File: src/rtl/pipa_cell_request_if.sv
// rtl/pipa_cell_request_if.sv - counter request/grant handshake between PIPA cell request and counter sequencer
interface pipa_cell_request_if;
  logic       CNTREQ;
  logic [1:0] CNTADDR;
  logic       CNTSGN;
  logic       CNTGNT;

  modport master (output CNTREQ, output CNTADDR, output CNTSGN, input CNTGNT);
  modport slave  (input CNTREQ, input CNTADDR, input CNTSGN, output CNTGNT);
endinterface

File: src/rtl/pipa_cell_request.sv
// rtl/pipa_cell_request.sv - PIPA pulse to counter-cell request serialiser (optional PIPA_LOST_COUNT_EN adds PIPALOST)
module pipa_cell_request #(
  parameter int SYNC_STAGES = 2
) (
  input  logic                 CLOCK,
  input  logic                 rst,
  input  logic                 STRT2,
  input  logic                 PIPSAM,
  input  logic                 PIPGXp,
  input  logic                 PIPGXm,
  input  logic                 PIPGYp,
  input  logic                 PIPGYm,
  input  logic                 PIPGZp,
  input  logic                 PIPGZm,
  pipa_cell_request_if.master  cnt,
`ifdef PIPA_LOST_COUNT_EN
  output logic [7:0]           PIPALOST,
`endif
  output logic                 PIPAFAIL
);

  localparam logic [0:0] ST_IDLE = 1'b0;
  localparam logic [0:0] ST_REQ  = 1'b1;

  // Bit order is priority order: 0=X+ 1=X- 2=Y+ 3=Y- 4=Z+ 5=Z-
  logic [5:0] pipg;
  logic [5:0] sync_q [SYNC_STAGES];
  logic [5:0] edge_q;
  logic [5:0] hit;
  logic [5:0] pend, pend_n;
  logic [5:0] loss;
  logic [5:0] avail;
  logic [0:0] state, state_n;
  logic [1:0] addr, addr_n;
  logic       sgn, sgn_n;
  logic       fail_n;
  logic       granting;
  logic [2:0] cur_idx;
  logic [2:0] sel;
  logic       found;

  assign pipg        = {PIPGZm, PIPGZp, PIPGYm, PIPGYp, PIPGXm, PIPGXp};
  assign cur_idx     = {addr, sgn};
  assign granting    = (state == ST_REQ) && cnt.CNTGNT;
  assign hit         = sync_q[SYNC_STAGES-1] & ~edge_q & {6{PIPSAM & ~STRT2}};
  assign cnt.CNTREQ  = (state == ST_REQ);
  assign cnt.CNTADDR = addr;
  assign cnt.CNTSGN  = sgn;

  // Synchroniser chain and edge register; these keep running during STRT2
  always_ff @(posedge CLOCK or posedge rst) begin
    if (rst) begin
      for (int i = 0; i < SYNC_STAGES; i++) sync_q[i] <= '0;
      edge_q <= '0;
    end else begin
      sync_q[0] <= pipg;
      for (int i = 1; i < SYNC_STAGES; i++) sync_q[i] <= sync_q[i-1];
      edge_q <= sync_q[SYNC_STAGES-1];
    end
  end

  // Next-state: grant, axis cancellation, priority select, then hit latching
  always_comb begin
    pend_n  = pend;
    state_n = state;
    addr_n  = addr;
    sgn_n   = sgn;
    fail_n  = PIPAFAIL;
    loss    = '0;
    avail   = pend;
    sel     = '0;
    found   = 1'b0;
    if (STRT2) begin
      pend_n  = '0;
      fail_n  = 1'b0;
      state_n = ST_IDLE;
    end else begin
      if (granting) begin
        pend_n[cur_idx] = 1'b0;
        state_n         = ST_IDLE;
      end
      // Opposite pulses on one axis net to zero, except on the axis being presented
      for (int a = 0; a < 3; a++) begin
        if (pend[2*a] && pend[2*a+1] && !((state == ST_REQ) && (addr == 2'(a)))) begin
          pend_n[2*a]   = 1'b0;
          pend_n[2*a+1] = 1'b0;
          avail[2*a]    = 1'b0;
          avail[2*a+1]  = 1'b0;
        end
      end
      if (state == ST_IDLE) begin
        for (int i = 5; i >= 0; i--) begin
          if (avail[i]) begin
            sel   = 3'(i);
            found = 1'b1;
          end
        end
        if (found) begin
          state_n = ST_REQ;
          addr_n  = sel[2:1];
          sgn_n   = sel[0];
        end
      end
      // A hit on a still-pending bit loses a pulse unless that bit is consumed now
      for (int i = 0; i < 6; i++) begin
        if (hit[i]) begin
          if (pend[i] && !(granting && (cur_idx == 3'(i)))) loss[i] = 1'b1;
          pend_n[i] = 1'b1;
        end
      end
      if (|loss) fail_n = 1'b1;
    end
  end

  // Control and pending state registers
  always_ff @(posedge CLOCK or posedge rst) begin
    if (rst) begin
      pend     <= '0;
      state    <= ST_IDLE;
      addr     <= '0;
      sgn      <= 1'b0;
      PIPAFAIL <= 1'b0;
    end else begin
      pend     <= pend_n;
      state    <= state_n;
      addr     <= addr_n;
      sgn      <= sgn_n;
      PIPAFAIL <= fail_n;
    end
  end

`ifdef PIPA_LOST_COUNT_EN
  logic [3:0] loss_num;
  logic [8:0] lost_sum;

  assign lost_sum = {1'b0, PIPALOST} + {5'd0, loss_num};

  // Number of pulses lost this cycle
  always_comb begin
    loss_num = '0;
    for (int i = 0; i < 6; i++) loss_num = loss_num + {3'd0, loss[i]};
  end

  // Saturating lost-pulse counter
  always_ff @(posedge CLOCK or posedge rst) begin
    if (rst)            PIPALOST <= '0;
    else if (STRT2)     PIPALOST <= '0;
    else if (lost_sum[8]) PIPALOST <= 8'hFF;
    else                PIPALOST <= lost_sum[7:0];
  end
`endif

endmodule
File: src/flat_wrapper.sv
// flat-port wrapper written by rule: the top's interface ports become plain ports
module pipa_cell_request_flat 
#(
  parameter int SYNC_STAGES = 2
)
  (CLOCK, rst, STRT2, PIPSAM, PIPGXp, PIPGXm, PIPGYp, PIPGYm, PIPGZp, PIPGZm, PIPAFAIL, cnt_CNTREQ, cnt_CNTADDR, cnt_CNTSGN, cnt_CNTGNT);
  pipa_cell_request_if cnt_i ();
  input  logic CLOCK;
  input  logic rst;
  input  logic STRT2;
  input  logic PIPSAM;
  input  logic PIPGXp;
  input  logic PIPGXm;
  input  logic PIPGYp;
  input  logic PIPGYm;
  input  logic PIPGZp;
  input  logic PIPGZm;
  output logic PIPAFAIL;
  output wire logic [$bits(cnt_i.CNTREQ)-1:0] cnt_CNTREQ;
  output wire logic [$bits(cnt_i.CNTADDR)-1:0] cnt_CNTADDR;
  output wire logic [$bits(cnt_i.CNTSGN)-1:0] cnt_CNTSGN;
  input wire logic [$bits(cnt_i.CNTGNT)-1:0] cnt_CNTGNT;
  assign cnt_CNTREQ = cnt_i.CNTREQ;
  assign cnt_CNTADDR = cnt_i.CNTADDR;
  assign cnt_CNTSGN = cnt_i.CNTSGN;
  assign cnt_i.CNTGNT = cnt_CNTGNT;
  pipa_cell_request #(.SYNC_STAGES(SYNC_STAGES)) u_core (.CLOCK(CLOCK), .rst(rst), .STRT2(STRT2), .PIPSAM(PIPSAM), .PIPGXp(PIPGXp), .PIPGXm(PIPGXm), .PIPGYp(PIPGYp), .PIPGYm(PIPGYm), .PIPGZp(PIPGZp), .PIPGZm(PIPGZm), .cnt(cnt_i), .PIPAFAIL(PIPAFAIL));
endmodule
File: config.mk
export PLATFORM = sky130hd
export DESIGN_NAME = pipa_cell_request_flat
export DESIGN_NICKNAME = d
export VERILOG_FILES = /design/src/rtl/pipa_cell_request_if.sv /design/src/rtl/pipa_cell_request.sv /design/src/flat_wrapper.sv
export SDC_FILE = /design/constraint.sdc
export NUM_CORES = 1
export LEC_CHECK = 0
export ABC_CLOCK_PERIOD_IN_PS = 3100
export CORE_MARGIN = 2
export CORE_UTILIZATION = 47
export CTS_BUF_LIST = sky130_fd_sc_hd__clkbuf_4
export DETAILED_ROUTE_END_ITERATION = 8
export PLACE_DENSITY_LB_ADDON = 0.25
export SKIP_LAST_GASP = 1
export SYNTH_ARGS = -nofsm -noshare
export SYNTH_HDL_FRONTEND = slang
export SYNTH_SLANG_ARGS = --single-unit
File: constraint.sdc
create_clock -name CLOCK -period 3.1 [get_ports CLOCK]
set_input_delay 0.31 -clock CLOCK [delete_from_list [all_inputs] [get_ports CLOCK]]
set_output_delay 0.31 -clock CLOCK [all_outputs]
set_load 0.02 [all_outputs]
# ---- Word-level counts from Yosys, hierarchy flattened
# Cells that the tools add are included.
dict set report classes {
  n_bitwise 8
  eq_ne 7
  magnitude_cmp 2
  reduce_logical 43
  muxes 57
}
# cell n
set op_table {}
lappend op_table {{2-to-1 mux 1 bit} 39}
lappend op_table {{nonzero test 4 bit} 6}
lappend op_table {{logical AND 1 bit} 23}
lappend op_table {{AND 6 bit} 3}
lappend op_table {{2-to-1 mux 2 bit} 9}
lappend op_table {{2-to-1 mux 3 bit} 6}
lappend op_table {{2-to-1 mux 6 bit} 2}
lappend op_table {{inverter 6 bit} 2}
lappend op_table {{zero test 1 bit} 9}
lappend op_table {{== test 3 x 2 -> 1 bit, second input constant} 2}
lappend op_table {{== test 3 bit, second input constant} 2}
lappend op_table {{OR reduction 6 bit} 1}
lappend op_table {{< comparator 3 x 4 -> 1 bit, second input constant} 1}
lappend op_table {{demux 1 bit (select 3 bit)} 1}
lappend op_table {{== test 3 x 1 -> 1 bit, second input constant} 1}
lappend op_table {{greater-or-equal comparator 3 x 1 -> 1 bit, second input constant} 1}
lappend op_table {{zero test 3 bit} 1}
lappend op_table {{AND reduction 3 bit} 1}
lappend op_table {{== test 2 x 1 -> 1 bit, second input constant} 1}
lappend op_table {{== test 2 bit, second input constant} 1}
lappend op_table {{zero test 2 bit} 1}
lappend op_table {{inverter 1 bit} 2}
lappend op_table {{nonzero test 2 bit} 1}
lappend op_table {{AND 1 bit} 1}
dict set report word_totals {
  register_bits 29
  output_inout_bits 5
}

# ---- Longest topological paths before layout
dict set report logic_depth {
  word_depth 17
  mapped_depth 6
  mapped_depth_nobuf 5
}

# ---- Worst setup path before layout
# Ideal clock, no wire load.
dict set report synth_timing {
  kind {reg2reg}
  start {reg u_core.addr[1], in the netlist u_core.cnt.CNTADDR[1]}
  end {reg u_core.PIPAFAIL}
  path_slack_ns 1.566
  n_path_buf 0
  t_arrival_ns 1.409
  path_stages_with_launch 6
  path_cell_list {dfrtp_1 nand3b_4 or2_1 a32o_1 a31oi_1 a21oi_1}
}
dict set report synth_between {
  elab_chain_len 9
  elab_cells_between_ends 44
  cone_classes {eq/ne: 5; mux: 18; reduce/logical: 21}
}
# item line
set synth_rtl {}
lappend synth_rtl {{start: declaration} pipa_cell_request.sv:34} ;# logic [1:0] addr, addr_n;
lappend synth_rtl {{start signal: assignment} pipa_cell_request.sv:126} ;# addr <= addr_n;
lappend synth_rtl {{== test 3 bit, or another cell as far along} pipa_cell_request.sv:107} ;# if (pend[i] && !(granting && (cur_idx == 3'(i)))) loss[i] = 1'b1;
lappend synth_rtl {{logical AND 1 bit} pipa_cell_request.sv:107}
lappend synth_rtl {{zero test 1 bit} pipa_cell_request.sv:107}
lappend synth_rtl {{logical AND 1 bit} pipa_cell_request.sv:107}
lappend synth_rtl {{2-to-1 mux 1 bit} pipa_cell_request.sv:107}
lappend synth_rtl {{2-to-1 mux 1 bit} pipa_cell_request.sv:106} ;# if (hit[i]) begin
lappend synth_rtl {{2-to-1 mux 1 bit} pipa_cell_request.sv:73} ;# if (STRT2) begin
lappend synth_rtl {{OR reduction 6 bit (*)} pipa_cell_request.sv:111} ;# if (|loss) fail_n = 1'b1;
lappend synth_rtl {{nonzero test 2 bit (no source line) (*)} --}
lappend synth_rtl {{end signal: assignment} pipa_cell_request.sv:128} ;# PIPAFAIL <= fail_n;
lappend synth_rtl {{end: declaration} pipa_cell_request.sv:19} ;# output logic PIPAFAIL
# Mark *: on every way between the ends. The rest lies on a longest branch, timed or not. The select of a mux whose other input is x is not followed.
# A chain may end at the register's enable or synchronous reset.

# ---- Worst setup path after layout
dict set report layout_timing {
  start {reg u_core.state, in the netlist u_core.cnt.CNTREQ}
  end {out cnt_CNTREQ}
}
# item line
set layout_rtl {}
lappend layout_rtl {{start: declaration} pipa_cell_request.sv:33} ;# logic [0:0] state, state_n;
lappend layout_rtl {{start signal: assignment} pipa_cell_request.sv:125} ;# state <= state_n;
lappend layout_rtl {{end: declaration} flat_wrapper.sv:19} ;# output wire logic [$bits(cnt_i.CNTREQ)-1:0] cnt_CNTREQ;
# No word-level cell between the ends.

==> summary.md <==
| Metric | Value |
|---|---|
| Status | `completed` |
| Routed Antenna Nets | `0` |
| Worst skew pair latency | `0.33 ns` |
| Number of gates resized after cts | `0` |
| CP max stage delay | `0.68 ns` |
| Cell variety after synth | `40` |
| Hold endpoint | `u_core.sync_q[1]$_DFF_PP0_` |
| Area of the die | `3110 um^2` |
| WHS Path Cells | `0` |
| CTS tree | `yes` |
| Max-slew violation count | `0` |
| Fmax | `519 MHz` |
| Flip-flop and latch count after synthesis | `29` |
| Root buf cell | `clkbuf_4` |
| Yosys warning total | `0` |
| FFs w/ async S/R, synth | `1.00` |
| Synth Flop Type | `dfrtp_1` |
| Clock Skew | `~0.005 ns` |
| Max-cap viol count | `0` |
| Crit path kind | `reg -> out` |
| Final Non-Filler Cells | `157` |
| Initial antenna violation count | `0` |
| Arrival @ worst endpoint | `1.62 ns` |
| Largest net degree at the start of global routing | `30` |
| Pwr Density | `639 nW/um^2` |
| Inserted Diodes | `0` |
| DPL Wire Length | `1530 um` |
| DR iter-0 viols | `26` |
| Setup TNS | `0 ns` |
| Crit path max-delay family | `buffers and inverters` |
| Pint | `between 600 and 700 uW` |
| # DRC | `0` |
| Sw frac | `0.292` |
| Lkg Pwr | `roughly 0.00065 uW` |
| CP Cell Sequence | `clkdlybuf4s50_1` |
| Switching power total | `278 uW` |
| Sequential cell area | `726 um^2` |
| Drt via density | `approximately 5.6` |
| I/O pin cnt | `16` |
| Worst reg2reg setup slack | `1.47 ns` |
| Slew margin rel. | `0.305` |
| Crit Path Max Fanout | `10` |
| Remaining global-route overflow | `0` |
| RSZ-0062 raised after global routing | `false` |
| Fill cells | `198` |
| Port Buf Inserts | `15` |
| Post-synth EDFFs | `0` |
| Beginning of the worst hold path | `u_core.sync_q[7]$_DFF_PP0_` |
| Num rows | `18` |
| Placed insts | `149` |
| Logic pwr share | `0.195` |
| Required @ worst endpoint | `~2.8 ns` |
| Die X | `55.7 um` |
| Worst-margin pin slew | `1.04 ns` |
| Final critical-path share of the clock period | `0.622` |
| H-Tree Level Count | `2` |
| Reg2reg end | `u_core.PIPAFAIL$_DFFE_PP0P_` |
| Startpoint types | `register` |
| Overall die height | `55.7 um` |
| Setup bufs post-CTS | `0` |
| Reg2reg path depth | `5` |
| Synthesized instance count | `around 110` |
| Detailed Route WL | `2230 um` |
| Synthesized Nets | `119` |
| Clock network power share | `0.320` |
| Share of power burned in registers | `0.485` |
| Minimum clock period | `1.93 ns` |
| Layout area overhead | `18.4%` |
| RR Startpoint | `u_core.cnt.CNTREQ$_DFF_PP0_` |
| Via count | `880` |
| CTS clk-pin slew, worst paths | `0.10 ns` |
| CTS Buf Count | `5` |
| Average routed wire per standard cell | `14.2 um` |
| GPL Wtd Cong | `0.858` |
| Total Nets Final | `137` |
| Area of the multi-input gates | `478 um^2` |
| Hold Vio Cnt, Final | `0` |
| Core region area | `2500 um^2` |
| # hold bufs at CTS | `0` |
| First-pass DRT Iterations | `4` |
| Mapped Area | `1260 um^2` |
| Peak VDD IR | `about 0.44 mV` |
| Clock Sinks | `29` |
| Final setup viols | `0` |
| Mean post-synth cell area | `approximately 12 um^2` |
| Min-Delay Path Class | `reg -> reg` |
| Maximum clock path buffer count | `2` |
| GRT Util Overall | `0.170` |
| Crit path capture type | `output port` |
| Share of cells above drive strength 1 | `0.126` |
| Global-route wire length before repair | `slightly below 4000 um` |
| Sequential share of the synthesized area | `0.577` |
| Worst Path Buf+Inv | `1` |
| Critical-path top delay cell | `clkdlybuf4s50_1` |
| Initial Utilization | `0.503` |
| Vias in the first global route | `872` |
## cell usage in the layout, fill, tap and decap left out, types with 2 or more instances in the layout
cell             count
a21oi_1              8
a31oi_1              3
a32o_1               2
clkbuf_4             5
clkdlybuf4s50_1     15
dfrtp_1             29
inv_1                5
nand2_1             11
nand2b_1             2
nand3_1              4
nand3b_4             2
nor2_1               5
nor2b_1              2
o211ai_1             4
o21ai_0              2
o21ai_1              2
## power groups by stage
stage / sequential, uW / clock [uW] / combinational (uW)
2_1_floorplan: 477 / 0 / 109
3_3_place_gp: 468 / 0 / 184
3_5_place_dp: 470 / 0 / 184
4_1_cts: 463 / 311 / 186
5_1_grt: 469 / 329 / 203
6_report: 462 / 304 / 185
## area by class of cell
type                            instances  area share
Clock buffer                            5      0.0252
Clock inverter                          3      0.0277
Inverter                                5      0.0126
Multi-Input combinational cell         70       0.321
Sequential cell                        29       0.487
Tap cell                               30      0.0252
Timing Repair Buffer                   15       0.101
## cell usage after synthesis, drive strengths merged, types with 3 or more instances
cell,instances,area [um^2]
dfrtp,29,726
inv,5,18.8
a21oi,8,40.0
nand3b,3,47.6
o211ai,5,42.5
a31oi,3,18.8
nand2,11,41.3
o21ai,4,20.0
buf,4,35.0
nor2,5,18.8
nand3,4,20.0
## flip-flops by register name (all words and copies together) (netlist names)
signal / count
u_core.PIPAFAIL: 1
u_core.cnt.CNTADDR: 2
u_core.cnt.CNTREQ: 1
u_core.cnt.CNTSGN: 1
u_core.edge_q: 6
u_core.pend: 6
u_core.sync_q: 12
## worst max-delay path by stage
stage	start	slack, ns	endpoint	cells past startpoint
5_1_grt	u_core.cnt.CNTREQ$_DFF_PP0_	1.11	cnt_CNTREQ	1
6_report	u_core.cnt.CNTREQ$_DFF_PP0_	1.17	cnt_CNTREQ	1
3_5_place_dp	cnt_CNTGNT	1.26	u_core.PIPAFAIL$_DFFE_PP0P_	6
2_1_floorplan	u_core.cnt.CNTADDR[1]$_DFFE_PP0P_	1.57	u_core.PIPAFAIL$_DFFE_PP0P_	5
4_1_cts	u_core.cnt.CNTREQ$_DFF_PP0_	1.15	cnt_CNTREQ	1
3_3_place_gp	cnt_CNTGNT	1.28	u_core.PIPAFAIL$_DFFE_PP0P_	6
## cell families (layout without fill, tap and decap cells)
group / after synthesis / in the layout / share of synthesized area
compound gates: 31 / 31 / 0.177
xor+xnor: 2 / 2 / 0.0139
buf+inv: 9 / 28 / 0.0428
flops: 29 / 29 / 0.577
simple gates: 37 / 37 / 0.189
## metal layers
layer / up-vias / share of wire / GRT usage
met5: - / 0 / 0
met4: 0 / 0.022 / 0.0836
met3: 6 / 0.067 / 0.0721
met2: 30 / 0.46 / 0.260
met1: 426 / 0.45 / 0.205
li1: 418 / - / -
## stage by stage
stage                     utilization  area [um^2]  power, uW  hold WS [ns]  worst slack (ns)
after detailed placement        0.564         1410        655         0.336              1.26
after global placement          0.564         1410        652         0.332              1.28
after floorplan                     -         1260        585         0.331              1.57
after CTS                       0.596         1490        960         0.357              1.15
final                           0.596         1490        951         0.355              1.17
after global routing            0.596         1490       1000         0.366              1.11
No activity file was read; power rests on OpenSTA's default activity.
